--- src/rtl/mb32_req_arbiter.sv ---
// ----------------------------------------------------------------------------
// mb32_req_arbiter
// Shares one pipelined radix-8 Booth multiplier between NREQ requesters.
// A round-robin arbiter issues at most one operand pair per cycle into the
// multiplier operand registers (with tmy = 3*my precomputed). A tag pipeline
// follows each op through the fixed-latency multiplier, and finished products
// land in a result FIFO that the consumer may backpressure. Issue is gated by
// a credit check so the non-stallable pipeline can never overflow the FIFO.
//
// Ports
//   CLK, RST        rising-edge clock, synchronous active-high reset
//   req_valid/ready per-requester handshake; req_ready is one-hot or zero
//   req_mx/req_my   packed operands, requester k at [k*WIDTH +: WIDTH]
//   mul_mx/my/tmy   registered operands toward the multiplier
//   mul_issue       mul_* registers hold a newly issued op this cycle
//   mul_product     multiplier result, MUL_LAT cycles after issue
//   rsp_*           result FIFO head (valid/ready handshake, id, product)
//   inflight        ops currently travelling through the multiplier
// ----------------------------------------------------------------------------
module mb32_req_arbiter #(
  parameter int unsigned WIDTH      = 32,
  parameter int unsigned NREQ       = 4,
  parameter int unsigned IDW        = 2,
  parameter int unsigned MUL_LAT    = 3,
  parameter int unsigned FIFO_DEPTH = 4
) (
  input  logic                  CLK,
  input  logic                  RST,
  input  logic [NREQ-1:0]       req_valid,
  output logic [NREQ-1:0]       req_ready,
  input  logic [NREQ*WIDTH-1:0] req_mx,
  input  logic [NREQ*WIDTH-1:0] req_my,
  output logic [WIDTH-1:0]      mul_mx,
  output logic [WIDTH-1:0]      mul_my,
  output logic [WIDTH+1:0]      mul_tmy,
  output logic                  mul_issue,
  input  logic [2*WIDTH-1:0]    mul_product,
  output logic                  rsp_valid,
  input  logic                  rsp_ready,
  output logic [IDW-1:0]        rsp_id,
  output logic [2*WIDTH-1:0]    rsp_product,
  output logic [IDW+1:0]        inflight
);

  localparam int unsigned PW   = 2 * WIDTH;
  localparam int unsigned TMYW = WIDTH + 2;
  localparam int unsigned INFW = IDW + 2;
  localparam int unsigned PTRW = (FIFO_DEPTH > 1) ? $clog2(FIFO_DEPTH) : 1;
  localparam int unsigned CNTW = $clog2(FIFO_DEPTH + 1);
  localparam int unsigned SUMW = ((CNTW > INFW) ? CNTW : INFW) + 1;

  typedef struct packed {
    logic [IDW-1:0] id;
    logic [PW-1:0]  product;
  } rsp_entry_t;

  // Registers
  logic [WIDTH-1:0] r_mul_mx;
  logic [WIDTH-1:0] r_mul_my;
  logic [TMYW-1:0]  r_mul_tmy;
  logic             r_mul_issue;
  logic [IDW-1:0]   r_rr;
  logic [MUL_LAT-1:0] r_tag_vld;
  logic [IDW-1:0]   r_tag_id [MUL_LAT];
  logic [INFW-1:0]  r_inflight;
  rsp_entry_t       r_mem [FIFO_DEPTH];
  logic [PTRW-1:0]  r_wr_ptr;
  logic [PTRW-1:0]  r_rd_ptr;
  logic [CNTW-1:0]  r_count;

  // Wires
  logic [WIDTH-1:0] w_mx_arr [NREQ];
  logic [WIDTH-1:0] w_my_arr [NREQ];
  logic [2*NREQ-1:0] w_rot;
  logic [IDW-1:0]   w_pos;
  logic [IDW:0]     w_sum;
  logic [IDW-1:0]   w_gid;
  logic [IDW-1:0]   w_gid_next;
  logic             w_any;
  logic [SUMW-1:0]  w_total;
  logic             w_can_issue;
  logic             w_issue;
  logic [WIDTH-1:0] w_sel_mx;
  logic [WIDTH-1:0] w_sel_my;
  logic [TMYW-1:0]  w_sel_tmy;
  logic             w_push;
  logic             w_pop;
  rsp_entry_t       w_push_entry;
  rsp_entry_t       w_head;

  // Unpack per-requester operand slices
  always_comb begin
    for (int k = 0; k < NREQ; k++) begin
      w_mx_arr[k] = req_mx[k*WIDTH +: WIDTH];
      w_my_arr[k] = req_my[k*WIDTH +: WIDTH];
    end
  end

  // Round-robin search: rotate the request vector so bit 0 is the rr slot,
  // take the lowest set bit, then map the offset back to a requester id.
  always_comb begin
    w_rot = {req_valid, req_valid} >> r_rr;
    w_pos = '0;
    for (int i = NREQ - 1; i >= 0; i--) begin
      if (w_rot[i]) w_pos = IDW'(i);
    end
    w_sum = {1'b0, r_rr} + {1'b0, w_pos};
    if (w_sum >= (IDW+1)'(NREQ)) w_sum = w_sum - (IDW+1)'(NREQ);
    w_gid = w_sum[IDW-1:0];
  end

  assign w_gid_next = (w_gid == IDW'(NREQ - 1)) ? '0 : w_gid + 1'b1;

  // Credit: registered occupancy only, so a same-cycle pop frees nothing yet
  assign w_any       = |req_valid;
  assign w_total     = SUMW'(r_count) + SUMW'(r_inflight);
  assign w_can_issue = (w_total < SUMW'(FIFO_DEPTH));
  assign w_issue     = w_any & w_can_issue & ~RST;
  assign req_ready   = w_issue ? (NREQ'(1) << w_gid) : '0;

  // Operand select and exact 3*my
  assign w_sel_mx  = w_mx_arr[w_gid];
  assign w_sel_my  = w_my_arr[w_gid];
  assign w_sel_tmy = {2'b00, w_sel_my} + {1'b0, w_sel_my, 1'b0};

  // Operand registers, rr pointer and tag pipeline
  always_ff @(posedge CLK) begin
    if (RST) begin
      r_mul_mx    <= '0;
      r_mul_my    <= '0;
      r_mul_tmy   <= '0;
      r_mul_issue <= 1'b0;
      r_rr        <= '0;
      r_tag_vld   <= '0;
      r_inflight  <= '0;
      for (int unsigned i = 0; i < MUL_LAT; i++) r_tag_id[i] <= '0;
    end else begin
      r_mul_issue <= w_issue;
      if (w_issue) begin
        r_mul_mx  <= w_sel_mx;
        r_mul_my  <= w_sel_my;
        r_mul_tmy <= w_sel_tmy;
        r_rr      <= w_gid_next;
      end
      r_tag_vld[0] <= w_issue;
      r_tag_id[0]  <= w_gid;
      for (int unsigned i = 1; i < MUL_LAT; i++) begin
        r_tag_vld[i] <= r_tag_vld[i-1];
        r_tag_id[i]  <= r_tag_id[i-1];
      end
      r_inflight <= r_inflight + INFW'(w_issue) - INFW'(w_push);
    end
  end

  // Result FIFO
  function automatic logic [PTRW-1:0] ptr_inc(input logic [PTRW-1:0] p);
    return (p == PTRW'(FIFO_DEPTH - 1)) ? '0 : p + 1'b1;
  endfunction

  assign w_push               = r_tag_vld[MUL_LAT-1];
  assign w_pop                = rsp_valid & rsp_ready;
  assign w_push_entry.id      = r_tag_id[MUL_LAT-1];
  assign w_push_entry.product = mul_product;
  assign w_head               = r_mem[r_rd_ptr];

  always_ff @(posedge CLK) begin
    if (RST) begin
      r_wr_ptr <= '0;
      r_rd_ptr <= '0;
      r_count  <= '0;
      for (int unsigned i = 0; i < FIFO_DEPTH; i++) r_mem[i] <= '0;
    end else begin
      if (w_push) begin
        r_mem[r_wr_ptr] <= w_push_entry;
        r_wr_ptr        <= ptr_inc(r_wr_ptr);
      end
      if (w_pop) r_rd_ptr <= ptr_inc(r_rd_ptr);
      case ({w_push, w_pop})
        2'b10:   r_count <= r_count + 1'b1;
        2'b01:   r_count <= r_count - 1'b1;
        default: r_count <= r_count;
      endcase
    end
  end

  // Credit check guarantees a push never meets a full FIFO
  always_ff @(posedge CLK) begin
    if (!RST && w_push && !w_pop) assert (r_count < CNTW'(FIFO_DEPTH));
  end

  // Outputs
  assign mul_mx      = r_mul_mx;
  assign mul_my      = r_mul_my;
  assign mul_tmy     = r_mul_tmy;
  assign mul_issue   = r_mul_issue;
  assign rsp_valid   = (r_count != '0);
  assign rsp_id      = w_head.id;
  assign rsp_product = w_head.product;
  assign inflight    = r_inflight;

endmodule

--- config.mk ---
export PLATFORM = sky130hd
export DESIGN_NAME = mb32_req_arbiter
export DESIGN_NICKNAME = d
export VERILOG_FILES = /design/src/rtl/mb32_req_arbiter.sv
export SDC_FILE = /design/constraint.sdc
export NUM_CORES = 1
export LEC_CHECK = 0
export CAP_MARGIN = 0
export CORE_MARGIN = 5
export CORE_UTILIZATION = 55
export CTS_CLUSTER_DIAMETER = 120
export DETAILED_ROUTE_END_ITERATION = 7
export PLACE_DENSITY = 0.87
export REMOVE_ABC_BUFFERS = 1
export SLEW_MARGIN = 20
export SYNTH_ARGS = -nofsm -noshare
export SYNTH_HDL_FRONTEND = slang
export SYNTH_SLANG_ARGS = --single-unit
export TNS_END_PERCENT = 30
--- constraint.sdc ---
create_clock -name CLK -period 10.75 [get_ports CLK]
set_clock_uncertainty 0.1 [all_clocks]
set_input_delay 2.15 -clock CLK [delete_from_list [all_inputs] [get_ports CLK]]
set_output_delay 2.15 -clock CLK [all_outputs]
set_load 0.02 [all_outputs]
==> impl_metrics.env <==
export IMPL_status="completed"
export IMPL_fmax_mhz=120
export IMPL_p_switching_mw=3.40
export IMPL_critPathMaxFanout=46
export IMPL_wl_mm=65.0
export IMPL_ys_top_cells_by_count="271 x and2_1, 264 x edfxtp_1, 215 x nand2_1, 129 x a21oi_1, 121 x dfxtp_1"
export IMPL_crit_arrival_ns=6.06
export IMPL_dp_cells=2720
export IMPL_fin_hold_ws_ns=0.341
export IMPL_synthCells=1814
export IMPL_power_share_clock_pct=17.8
export IMPL_worstSetupStartpointType="input pin"
export IMPL_cts_buffers=41
export IMPL_ys_ff_latch=385
export IMPL_synthTopCellsByArea="edfxtp_1 38%, mux4_2 13%, dfxtp_1 11%"
export IMPL_hold_depth=1
export IMPL_die_h_um=206
export IMPL_internal_power_mw=4.71
export IMPL_drtPass1Iterations=5
export IMPL_slowest_stage="clkdlybuf4s50_1"
export IMPL_wl_met2_mm=32.5
export IMPL_viasPerCell=5.99
export IMPL_final_area_mm2=0.0277
export IMPL_area_delta_synth_final_pct=31.5
export IMPL_ys_seq_area_share_pct=49.1
export IMPL_gp_congestion=0.977
export IMPL_grt_pass1_vias=17263
export IMPL_comb_power_share_pct=58.2
export IMPL_ant_nets=0
export IMPL_maxSlewHeadroom_pct=26.6
export IMPL_synth_cell_type_count=95
export IMPL_vdd_ir_drop_max_v=0.000277
export IMPL_grt_max_degree=91
export IMPL_ff2ff_path_depth=20
export IMPL_ctsHtreeMaxLevel=2
export IMPL_p_sw_share_pct=41.9
export IMPL_min_from="r_tag_id[0][3]"
export IMPL_grt_pass1_wl_mm=98.1
export IMPL_pwr_density_cell_mw_per_mm2=293
export IMPL_cap_violations=0
export IMPL_syn_cell_area_mm2=0.0211
export IMPL_clockBufferDepth=3
export IMPL_row_count=71
export IMPL_avgSynthCellArea_um2=11.6
export IMPL_cts_sinks=385
export IMPL_die_area_mm2=0.0423
export IMPL_crit_chain="clkdlybuf4s50_1 > nor2_1 > a211oi_1 > a21oi_1 > a211o_1 > ha_4 > xor2_1 > xnor2_4 > buf_4 > ha_1 > and2_1 > clkdlybuf4s50_1"
export IMPL_wl_met1_mm=23.5
export IMPL_fillers=2464
export IMPL_grtUsageTotal_pct=29.9
export IMPL_ys_warn_count=0
export IMPL_grt_overflow=0
export IMPL_root_buffer="clkbuf_16"
export IMPL_finalSetupViolations=0
export IMPL_timing_setup_tns_ns=0
export IMPL_hold_viol=0
export IMPL_wl_per_cell_um=23.2
export IMPL_drt_iter0_markers=1428
export IMPL_pwr_share_seq_pct=23.9
export IMPL_min_to="r_tag_id[0][5]"
export IMPL_cp_slowest_stage_delay_ns=0.64
export IMPL_dp_hpwl_mm=45.6
export IMPL_synth_main_ff_cell="edfxtp_1"
export IMPL_fin_cells=2802
export IMPL_fp_dieW_um=206
export IMPL_timing_rr_end="mul_tmy[27]"
export IMPL_worst_pin_slew_ns=1.10
export IMPL_vias=16794
export IMPL_crit_top_cell="clkdlybuf4s50_1"
export IMPL_endpoint_kind="output port"
export IMPL_clk_pin_slew_worst_paths_ns=0.06
export IMPL_antenna_found_initial=11
export IMPL_drive_above_1_share_pct=11.4
export IMPL_cts_resized=0
export IMPL_cts_tree="yes"
export IMPL_final_net_count=2618
export IMPL_post_dp_cell_area_mm2=0.0263
export IMPL_synth_async_sr_flop_share_pct=0
export IMPL_maxSlewViolCount=0
export IMPL_clk_latency_ns=0.55
export IMPL_wl_met3_mm=6.58
export IMPL_drc_errors=0
export IMPL_rsz0062_at_grt="false"
export IMPL_io_pins=501
export IMPL_crit_type="input pin to output port"
export IMPL_core_mm2=0.0378
export IMPL_worst_hold_path_type="flop to flop"
export IMPL_fin_crit_sh_pct=77.3
export IMPL_leakage_nw=10.1
export IMPL_top_layer_used="met5"
export IMPL_yosys_area_top_type="edfxtp_1"
export IMPL_start_util_pct=55.8
export IMPL_period_needed_ns=8.31
export IMPL_cp_required_ns=8.50
export IMPL_final_core_util_pct=73.4
export IMPL_postCtsSetupBuffers=0
export IMPL_r2r_setup_slack_ns=4.44
export IMPL_io_buffers=500
export IMPL_yosysTopAreaCellShare_pct=37.6
export IMPL_reg2reg_from="r_rr[0]"
export IMPL_cp_num_buf_inv=3
export IMPL_cts_hold_buffers=0
export IMPL_yosysMostFrequentCell="and2_1"
export IMPL_synth_edff_count=264
export IMPL_crit_family="buffers and inverters"
## how the worst max path moves through the flow
stage          slack (ns)          from           end  cells past startpoint
2_1_floorplan       -0.75  req_valid[3]  req_ready[0]                      9
3_3_place_gp         2.53  req_valid[0]   mul_tmy[33]                     21
3_5_place_dp         2.43  req_valid[0]   mul_tmy[27]                     21
4_1_cts              2.51  req_valid[0]  req_ready[2]                     12
5_1_grt              2.29  req_valid[3]  req_ready[2]                     13
6_report             2.44  req_valid[0]  req_ready[2]                     12
## power groups by stage
stage	registers, mW	clock network (mW)	logic, mW
final	1.94	1.45	4.72
after global routing	1.96	1.54	5.09
after floorplan	2.10	0	3.21
after CTS	1.94	1.47	4.67
after global placement	1.96	0	4.58
after detailed placement	1.97	0	4.63
## cells in the final DEF, fill, tap and decap left out, types with 7 or more instances in the layout
cell	n
clkinv_2	7
a32oi_1	7
xnor2_1	29
nor2b_1	16
dfxtp_1	119
mux2_2	8
mux2i_1	40
ha_1	36
clkdlybuf4s50_1	499
nand3_1	24
clkbuf_16	41
nor3_1	19
inv_1	22
a211oi_1	12
nand2_1	215
a21o_1	8
and3_1	11
nor2_1	88
o21ai_1	8
nand3b_1	13
o21ai_0	41
xor2_1	33
nand4_1	7
a31oi_1	9
nand2b_1	12
clkbuf_1	8
diode_2	7
buf_4	16
and2_1	271
a21oi_1	129
o211ai_1	10
mux4_2	120
edfxtp_1	264
## sequential cells by signal, summed over array words and instances (netlist names), named ones only
| signal | flops |
|---|---|
| r_tag_id | 6 |
| r_rr | 2 |
| r_count | 3 |
| r_mem | 264 |
| inflight | 4 |
| mul_tmy | 33 |
| mul_mx | 32 |
| r_wr_ptr | 2 |
| mul_my | 32 |
| r_tag_vld | 3 |
| r_rd_ptr | 2 |
## routing by layer
layer / global-route usage [%] / vias up
met5: 0 / -
met2: 50.6 / 951
met3: 7.33 / 151
met1: 37.3 / 8150
met4: 11.2 / 10
li1: - / 7532
## cell families (layout without fill, tap and decap cells)
logic type               Yosys count  in the layout  share of synthesized area, %
AND/OR/NAND/NOR                  720            720                          17.9
flip-flops                       385            385                          49.1
AO/OA/AOI/OAI                    288            288                          8.96
multiplexers                     174            174                          15.7
buffers and inverters            145            615                          3.23
XOR/XNOR                          63             63                          2.71
adder cells (fa/ha/maj)           39             39                          2.39
other                              0              7                             0
## area by class of cell
class | instances | area [um^2] | area share [%]
tap | 511 | 639 | 2.31
antenna | 7 | 17.5 | 0.0632
clock inverter | 20 | 233 | 0.840
inverter | 25 | 109 | 0.393
clock buffer | 55 | 1140 | 4.11
sequential | 385 | 10400 | 37.4
multi-input combinational | 1284 | 10100 | 36.4
timing repair buffer | 515 | 5110 | 18.5
## through the flow
step	setup slack, ns	power (mW)
2_1_floorplan	-0.751	5.31
5_1_grt	2.29	8.59
3_5_place_dp	2.43	6.59
3_3_place_gp	2.53	6.53
4_1_cts	2.51	8.08
6_report	2.44	8.11
(Power assumes the default switching activity.)
